## src/rtl/prbs_lock_monitor.sv

```systemverilog
// -----------------------------------------------------------------------------
// prbs_lock_monitor
//
// PRBS-31 (x^31 + x^28 + 1) checker for a 32-bit receive stream. In HUNT the
// predictor is reseeded from every received beat, and a run of good beats
// declares lock. In LOCKED the predictor free-runs and a run of errored beats
// drops lock. Error, frame and frame-error counters saturate at all-ones.
//
// Optional build macro:
//   PRBS_BIT_ERR_CNT_EN : err_cnt_o accumulates mismatched bits per errored
//                         beat instead of counting errored beats.
//
// Parameters:
//   LOCK_CNT   : consecutive good beats in HUNT needed to lock
//   UNLOCK_CNT : consecutive errored beats in LOCKED that drop lock
//   CNT_W      : width of err_cnt_o / frame_cnt_o (must be >= 6)
//
// Ports:
//   rx_user_clk_i   : clock, all logic on the rising edge
//   rx_user_rst_n_i : synchronous active-low reset
//   rx_data_i       : received beat, bit 0 is the oldest PRBS bit
//   rx_vldb_i       : valid bytes minus 1 on the last beat
//   rx_valid_i      : beat valid
//   rx_last_i       : end of frame
//   rx_user_i       : MAC frame-error flag, sampled with rx_last_i
//   clear_i         : synchronous counter clear
//   locked_o        : checker is in LOCKED
//   err_o           : one-cycle pulse per errored beat while LOCKED
//   err_cnt_o       : saturating error count
//   frame_cnt_o     : saturating completed-frame count
//   frame_err_cnt_o : saturating count of frames flagged by rx_user_i
// -----------------------------------------------------------------------------
//
// state     | meaning
// ----------+-----------------------------------------------------------------
// ST_HUNT   | reseed predictor from each beat, count consecutive good beats
// ST_LOCKED | predictor free-runs, count consecutive errored beats

module prbs_lock_monitor #(
  parameter int LOCK_CNT   = 16,
  parameter int UNLOCK_CNT = 4,
  parameter int CNT_W      = 32
) (
  input  logic             rx_user_clk_i,
  input  logic             rx_user_rst_n_i,
  input  logic [31:0]      rx_data_i,
  input  logic [1:0]       rx_vldb_i,
  input  logic             rx_valid_i,
  input  logic             rx_last_i,
  input  logic             rx_user_i,
  input  logic             clear_i,
  output logic             locked_o,
  output logic             err_o,
  output logic [CNT_W-1:0] err_cnt_o,
  output logic [CNT_W-1:0] frame_cnt_o,
  output logic [15:0]      frame_err_cnt_o
);

  localparam int GW = $clog2(LOCK_CNT + 1);
  localparam int BW = $clog2(UNLOCK_CNT + 1);

  typedef enum logic {
    ST_HUNT   = 1'b0,
    ST_LOCKED = 1'b1
  } state_t;

  state_t           state_q, state_d;
  logic [31:0]      pred_q, pred_d;
  logic [GW-1:0]    good_q, good_d;
  logic [BW-1:0]    bad_q, bad_d;
  logic             err_q, err_d;
  logic [CNT_W-1:0] err_cnt_q, err_cnt_d;
  logic [CNT_W-1:0] frame_cnt_q, frame_cnt_d;
  logic [15:0]      frame_err_cnt_q, frame_err_cnt_d;

  logic [31:0]      expected;
  logic [31:0]      byte_mask;
  logic [31:0]      mism;
  logic             beat_bad;
  logic [5:0]       bit_errs;
  logic [CNT_W-1:0] err_inc;
  logic [CNT_W:0]   err_sum;

  // pred holds the previous beat (32 bits, bit 0 oldest). The next beat is
  // unrolled bit by bit: stream bit n = bit(n-31) ^ bit(n-28), which in the
  // 64-bit window {next, prev} is e[32+n] = e[n+1] ^ e[n+4].
  function automatic logic [31:0] prbs_next32(input logic [31:0] prev);
    logic [63:0] e;
    e = {32'h0, prev};
    for (int n = 0; n < 32; n++) begin
      e[32+n] = e[n+1] ^ e[n+4];
    end
    return e[63:32];
  endfunction

  always_comb begin
    expected = prbs_next32(pred_q);

    byte_mask = '1;
    if (rx_last_i) begin
      for (int k = 0; k < 4; k++) begin
        byte_mask[8*k +: 8] = (2'(k) <= rx_vldb_i) ? 8'hFF : 8'h00;
      end
    end

    mism     = (rx_data_i ^ expected) & byte_mask;
    beat_bad = |mism;

    bit_errs = '0;
    for (int i = 0; i < 32; i++) begin
      bit_errs = bit_errs + 6'(mism[i]);
    end
  end

`ifdef PRBS_BIT_ERR_CNT_EN
  assign err_inc = CNT_W'(bit_errs);
`else
  assign err_inc = CNT_W'(1);
`endif

  // Lock FSM and predictor
  always_comb begin
    state_d = state_q;
    pred_d  = pred_q;
    good_d  = good_q;
    bad_d   = bad_q;
    err_d   = 1'b0;

    if (rx_valid_i) begin
      case (state_q)
        ST_HUNT: begin
          pred_d = rx_data_i;
          if (beat_bad) begin
            good_d = '0;
          end else if (good_q == GW'(LOCK_CNT - 1)) begin
            state_d = ST_LOCKED;
            good_d  = '0;
          end else begin
            good_d = good_q + GW'(1);
          end
        end

        ST_LOCKED: begin
          pred_d = expected;
          if (beat_bad) begin
            err_d = 1'b1;
            if (bad_q == BW'(UNLOCK_CNT - 1)) begin
              state_d = ST_HUNT;
              bad_d   = '0;
              good_d  = '0;
              // The unlocking beat acts as the first HUNT seed, so a
              // clean stream needs a fresh seed plus LOCK_CNT good beats.
              pred_d  = rx_data_i;
            end else begin
              bad_d = bad_q + BW'(1);
            end
          end else begin
            bad_d = '0;
          end
        end

        default: begin
          state_d = ST_HUNT;
        end
      endcase
    end
  end

  // Statistics counters; clear_i wins over any same-cycle event
  always_comb begin
    err_cnt_d       = err_cnt_q;
    frame_cnt_d     = frame_cnt_q;
    frame_err_cnt_d = frame_err_cnt_q;
    err_sum         = {1'b0, err_cnt_q} + {1'b0, err_inc};

    if (clear_i) begin
      err_cnt_d       = '0;
      frame_cnt_d     = '0;
      frame_err_cnt_d = '0;
    end else if (rx_valid_i) begin
      if (state_q == ST_LOCKED && beat_bad) begin
        err_cnt_d = err_sum[CNT_W] ? '1 : err_sum[CNT_W-1:0];
      end
      if (rx_last_i) begin
        if (frame_cnt_q != '1) begin
          frame_cnt_d = frame_cnt_q + CNT_W'(1);
        end
        if (rx_user_i && frame_err_cnt_q != '1) begin
          frame_err_cnt_d = frame_err_cnt_q + 16'd1;
        end
      end
    end
  end

  always_ff @(posedge rx_user_clk_i) begin
    if (!rx_user_rst_n_i) begin
      state_q         <= ST_HUNT;
      pred_q          <= '0;
      good_q          <= '0;
      bad_q           <= '0;
      err_q           <= 1'b0;
      err_cnt_q       <= '0;
      frame_cnt_q     <= '0;
      frame_err_cnt_q <= '0;
    end else begin
      state_q         <= state_d;
      pred_q          <= pred_d;
      good_q          <= good_d;
      bad_q           <= bad_d;
      err_q           <= err_d;
      err_cnt_q       <= err_cnt_d;
      frame_cnt_q     <= frame_cnt_d;
      frame_err_cnt_q <= frame_err_cnt_d;
    end
  end

  assign locked_o        = (state_q == ST_LOCKED);
  assign err_o           = err_q;
  assign err_cnt_o       = err_cnt_q;
  assign frame_cnt_o     = frame_cnt_q;
  assign frame_err_cnt_o = frame_err_cnt_q;

endmodule

```

## config.mk

```make
export PLATFORM = sky130hd
export DESIGN_NAME = prbs_lock_monitor
export DESIGN_NICKNAME = d
export VERILOG_FILES = /design/src/rtl/prbs_lock_monitor.sv
export SDC_FILE = /design/constraint.sdc
export NUM_CORES = 1
export LEC_CHECK = 0
export BUFFER_PORTS_ARGS = -buffer_cell sky130_fd_sc_hd__buf_2
export CAP_MARGIN = 20
export CORE_AREA = 2 2 107 109
export CTS_CLUSTER_DIAMETER = 50
export DETAILED_ROUTE_END_ITERATION = 10
export DIE_AREA = 0 0 109 111
export MAX_ROUTING_LAYER = met4
export PLACE_DENSITY = 0.93
export SYNTH_ARGS = -nofsm -noshare
export SYNTH_HDL_FRONTEND = slang
export SYNTH_SLANG_ARGS = --single-unit
```

## constraint.sdc

```tcl
create_clock -name rx_user_clk_i -period 5.8 [get_ports rx_user_clk_i]
set_input_delay 0.58 -clock rx_user_clk_i [delete_from_list [all_inputs] [get_ports rx_user_clk_i]]
set_output_delay 0.58 -clock rx_user_clk_i [all_outputs]
set_load 0.005 [all_outputs]
```

Word-level counts from Yosys, hierarchy flattened
Cells that the tools add are included.
Widths: inputs -> output; s select.
Word-level totals
  input bits: 40
  register bits after elaboration: 122
  output and inout bits: 82
Cells by class
  reduce and logical (&&, ||, !) cells: 10
  eq/ne operators: 6
  add/sub/neg operators: 5
  multiplexer cells: 22
  bitwise logic cells: 36
  order comparisons: 4
Operators by type and width (count)
  $mux 32: 4
  $pmux 32 s2: 1
  $add 32x1->33 const B: 1
  $add 32x1->32 const B: 1
  $and 32x32->32: 1
  $mux 8: 4
  $ne 32x32->1 const B: 1
  $reduce_or 32->1: 1
  $xor 1x1->1: 32
  $xor 32x32->32: 1
  $mux 5: 4
  $add 16x1->16 const B: 1
  $ne 16x16->1 const B: 1
  $reduce_and 3->1: 4
  $pmux 5 s2: 1
  $mux 3: 2
  $add 5x1->5 const B: 1
  $eq 5x4->1 const B: 1
  $mux 1: 5
  $le 1x2->1 const A: 2
  $le 2x2->1 const A: 2
  $ne 2x1->1 const B: 2
  $reduce_and 2->1: 2
  $add 3x1->3 const B: 1
  other kinds (5): 7

Longest topological paths before layout
  depth in word-level cells: 7
  depth in mapped cells: 10
  mapped depth without buffers: 9

Worst setup path after synthesis
Ideal clock, no wire load.
  path type: input -> register
  from: input port rx_data_i[20]
  to: register err_cnt_q[30] (netlist: err_cnt_o[30])
  buffers on the path: 1
  slack: 2925 ps
  arrival time: 2784 ps
  stages: 9
  data required time: 5709 ps
  path through: xor2_1 -> or3_1 -> a221o_1 -> a211o_4 -> o31a_1 -> buf_6 -> and4_4 -> and3_4 -> a311oi_1
On the way
  word-level cells in the longest chain between the ends: 5
RTL lines
  start, declared: line 46  | input logic [31:0] rx_data_i,
  $xor 32x32->32: line 106  | mism = (rx_data_i ^ expected) & byte_mask;
  $and 32x32->32: line 106
  $reduce_or 32->1: line 107  | beat_bad = |mism;
  $logic_and 1x1->1: line 181  | if (state_q == ST_LOCKED && beat_bad) begin
  $reduce_and 2->1 (no source line)
  end signal, assigned: line 211  | err_cnt_q <= err_cnt_d;
  end, declared: line 72  | logic [CNT_W-1:0] err_cnt_q, err_cnt_d;
No other way between the ends.
A chain may end at the register's enable or synchronous reset.

Final worst setup path
  from: register err_cnt_q[12] (netlist: err_cnt_o[12])
  to: register err_cnt_q[2] (netlist: err_cnt_o[2])
On the way
  word-level cells in the longest chain between the ends: 2
RTL lines
  $add 32x1->33: line 174  | err_sum = {1'b0, err_cnt_q} + {1'b0, err_inc};
  $mux 32: line 182  | err_cnt_d = err_sum[CNT_W] ? '1 : err_sum[CNT_W-1:0];
No other way between the ends.

==> impl_metrics.py <==
metrics = {
    "outcome": {
        "status": "complete, no violations",
    },
    "min_path": {
        "hold_class": "reg -> reg",
    },
    "power": {
        "seqPwrFrac": 0.444,
        "switchingPower_mw": 0.431,
        "p_int_mw": 1.52,
        "clockPowerShare": 0.487,
        "vdd_drop_max_uv": 201,
        "power_density_nw_per_um2": 255,
        "switching_share": 0.221,
        "leakage_nw": 2.88,
        "combPwrFrac": 0.069,
    },
    "timing": {
        "min_period_ns": 3.39,
        "finalMaxSlewViolations": 0,
        "finClkSkew_ns": 0.00562,
        "max-slew-margin-rel": 0.396,
        "finalCritPeriodShare": 0.584,
        "finalHoldViolations": 0,
        "tightestPinTransition_ns": 0.906,
        "finalSetupViolCount": 0,
        "fin_setup_tns_ns": 0,
        "max_freq_mhz": 295,
        "rsz0062_at_grt": "false",
    },
    "synth": {
        "synth-seq-cells": 121,
        "syn-num-nets": 800,
        "synth_edf_count": 0,
        "synthFlopType": "dfxtp_1",
        "synth.yosys.seq_area_share": 0.375,
        "async_reset_ff_frac": 0,
        "synth_cells": 755,
        "synthDistinctLibCells": 56,
        "synthesis.area_um2": 6460,
        "yosysWarnings": 0,
        "avgSynthCellArea_um2": 8.55,
    },
    "global_route": {
        "grt.total_usage": 0.258,
        "grt_pass1_vias": 5427,
        "grt-ovfl-total": 0,
        "grt_max_degree": 80,
        "antenna_found_initial": 0,
        "grt_pass1_wl_mm": 24.6,
    },
    "detailed_routing": {
        "drtIter0Drc": 508,
        "via_per_inst": 5.66,
        "wl_per_cell_um": 14.5,
        "drcViolationCount": 0,
        "wirelength_mm": 14.8,
        "ant_nets": 0,
        "dr.pass1.iters": 5,
        "vias": 5750,
    },
    "clock_network": {
        "clock_path_buffers": 2,
        "clock_latency_ns": 0.41,
        "cts.clk_slew.worst_paths_ns": 0.05,
        "cts_resized": 0,
        "cts_tree": "done",
        "clock_tree.root_cell": "clkbuf_16",
        "ctsHtreeMaxLevel": 4,
        "ctsHoldBuffers": 0,
        "cts_setup_buffers": 0,
        "cts_sinks": 121,
        "numCtsBuffers": 17,
    },
    "die": {
        "fp.dieH_um": 111,
        "dieArea_um2": 12100,
        "start_util": 0.583,
        "coreArea_um2": 11100,
        "die_w_um": 109,
        "num_rows": 39,
        "io-pin-count": 122,
    },
    "final_layout": {
        "nFillCells": 854,
        "multi_input_comb_area_um2": 3810,
        "finalNonFillerCells": 1016,
        "seq_area_um2": 2420,
        "diodes": 0,
        "areaGrowthSynthToFinish_pct": 18.4,
        "drive_gt1_frac": 0.182,
        "nets": 907,
    },
    "worst_setup_path": {
        "worst-setup-path-type": "reg -> reg",
        "cp.arrival_ns": 3.71,
        "cp-start-kind": "register",
        "crit_fanout": 26,
        "crit_path_end_kind": "register",
        "cp_data_required_time_ns": 6.12,
    },
    "placement": {
        "place.gp.congestion": 0.854,
        "dp.cells": 986,
        "hpwl_mm": 10.1,
        "io_buffers": 121,
    },
    "job": {
        "cap_violations": 0,
    },
}
per-stage QoR:
| stage | area [um^2] | util | total power, mW | setup slack (ns) | hold WS, ns |
|---|---|---|---|---|---|
| 2_1_floorplan | 6460 | - | 0.979 | 2.92 | 0.445 |
| 3_3_place_gp | 7110 | 0.642 | 1.01 | 2.33 | 0.455 |
| 3_5_place_dp | 7110 | 0.642 | 1.02 | 2.28 | 0.464 |
| 4_1_cts | 7640 | 0.690 | 1.97 | 2.47 | 0.470 |
| 5_1_grt | 7640 | 0.690 | 2.02 | 2.19 | 0.488 |
| 6_report | 7640 | 0.690 | 1.95 | 2.41 | 0.468 |
layout by cell type, fill, tap and decap left out, drive strengths merged, types with 21 or more instances in the layout:
cell,netlist,final
buf,16,127
dfxtp,121,121
nand2,62,62
xnor2,61,61
xor2,53,53
nor2,52,52
a21oi,47,47
nand3,34,34
o211ai,29,29
clkbuf,23,28
nand4,27,27
nand2b,27,27
a21boi,27,27
o21ai,25,25
nor3,22,22
or3,21,21
power groups by stage:
| stage | Combinational, mW | Clock, mW | Sequential [mW] |
|---|---|---|---|
| finish | 0.135 | 0.950 | 0.866 |
| global route | 0.151 | 1.01 | 0.867 |
| CTS | 0.135 | 0.966 | 0.865 |
| detailed placement | 0.133 | 0 | 0.882 |
| global placement | 0.130 | 0 | 0.882 |
| floorplan | 0.104 | 0 | 0.875 |
routing by layer:
metal,vias to the layer above,global-route usage,part of all wire
li1,2894,-,-
met1,2655,0.306,0.43
met2,166,0.416,0.49
met3,35,0.0682,0.054
met4,0,0.0974,0.021
met5,-,-,0
critical path: stages (launching register included):
cell     delay, ns
dfxtp_1       0.43
nand4_1       0.18
or4_1         0.63
nor4_1        0.48
nand4_1       0.22
or2_1         0.30
or3_1         0.77
a21oi_1       0.28
path summary, 6_finish.rpt:
| path | slack, ns | endpoint | start | cells past startpoint |
|---|---|---|---|---|
| setup / recovery | 2.41 | err_cnt_o[2] | err_cnt_o[12] | 7 |
| hold reg to reg | 0.47 | good_q[4] | good_q[4] | 1 |
| setup reg to reg | 2.41 | err_cnt_o[2] | err_cnt_o[12] | 7 |
| hold / removal | 0.47 | good_q[4] | good_q[4] | 1 |
registers in the layout, indices dropped and copies added (netlist names):
signal	flops
locked_o	1
pred_q	31
good_q	5
frame_cnt_o	32
err_cnt_o	32
frame_err_cnt_o	16
bad_q	3
err_o	1
synth_stat cells (2+ instances only):
| master | number | area, um^2 |
|---|---|---|
| xnor2_1 | 61 | 534 |
| and2_1 | 6 | 37.5 |
| o2111ai_1 | 2 | 17.5 |
| a211oi_1 | 2 | 15.0 |
| nand2b_1 | 27 | 169 |
| a22oi_1 | 2 | 15.0 |
| nand4_1 | 27 | 169 |
| nor4_1 | 4 | 25.0 |
| nor2_1 | 52 | 195 |
| a21boi_0 | 16 | 120 |
| nor3_1 | 21 | 105 |
| a21oi_1 | 47 | 235 |
| o22ai_1 | 2 | 12.5 |
| buf_6 | 3 | 33.8 |
| ha_1 | 5 | 62.6 |
| or3_1 | 21 | 131 |
| a21boi_1 | 11 | 82.6 |
| a311oi_1 | 2 | 17.5 |
| o211ai_1 | 29 | 218 |
| buf_2 | 11 | 55.1 |
| clkbuf_1 | 23 | 86.3 |
| nand3b_1 | 4 | 30.0 |
| nand3_1 | 34 | 170 |
| nand4b_1 | 2 | 17.5 |
| nor2b_1 | 4 | 25.0 |
| xor2_1 | 53 | 464 |
| a31oi_1 | 3 | 18.8 |
| nand2_1 | 62 | 233 |
| and3_1 | 18 | 113 |
| xnor3_1 | 4 | 90.1 |
| and4_1 | 8 | 70.1 |
| mux2i_1 | 6 | 60.1 |
| buf_1 | 2 | 7.51 |
| inv_1 | 13 | 48.8 |
| nor3b_1 | 3 | 22.5 |
| o21ai_0 | 25 | 125 |
| dfxtp_1 | 121 | 2420 |
cells by family after synthesis:
family	share of synthesized area
AO/OA/AOI/OAI	0.155
XOR/XNOR	0.169
adder cells (fa/ha/maj)	0.00969
buffers and inverters	0.0358
flip-flops	0.375
multiplexers	0.00930
AND/OR/NAND/NOR	0.246
area by class of cell:
cell class              instances  area share
clock inverters                 2     0.00131
inverters                      13     0.00638
well taps                     143      0.0234
repair buffers                127      0.0851
clock buffers                  28      0.0689
multi-input cells             582       0.498
flip-flops and latches        121       0.317
No activity file was read; power rests on OpenSTA's default activity.
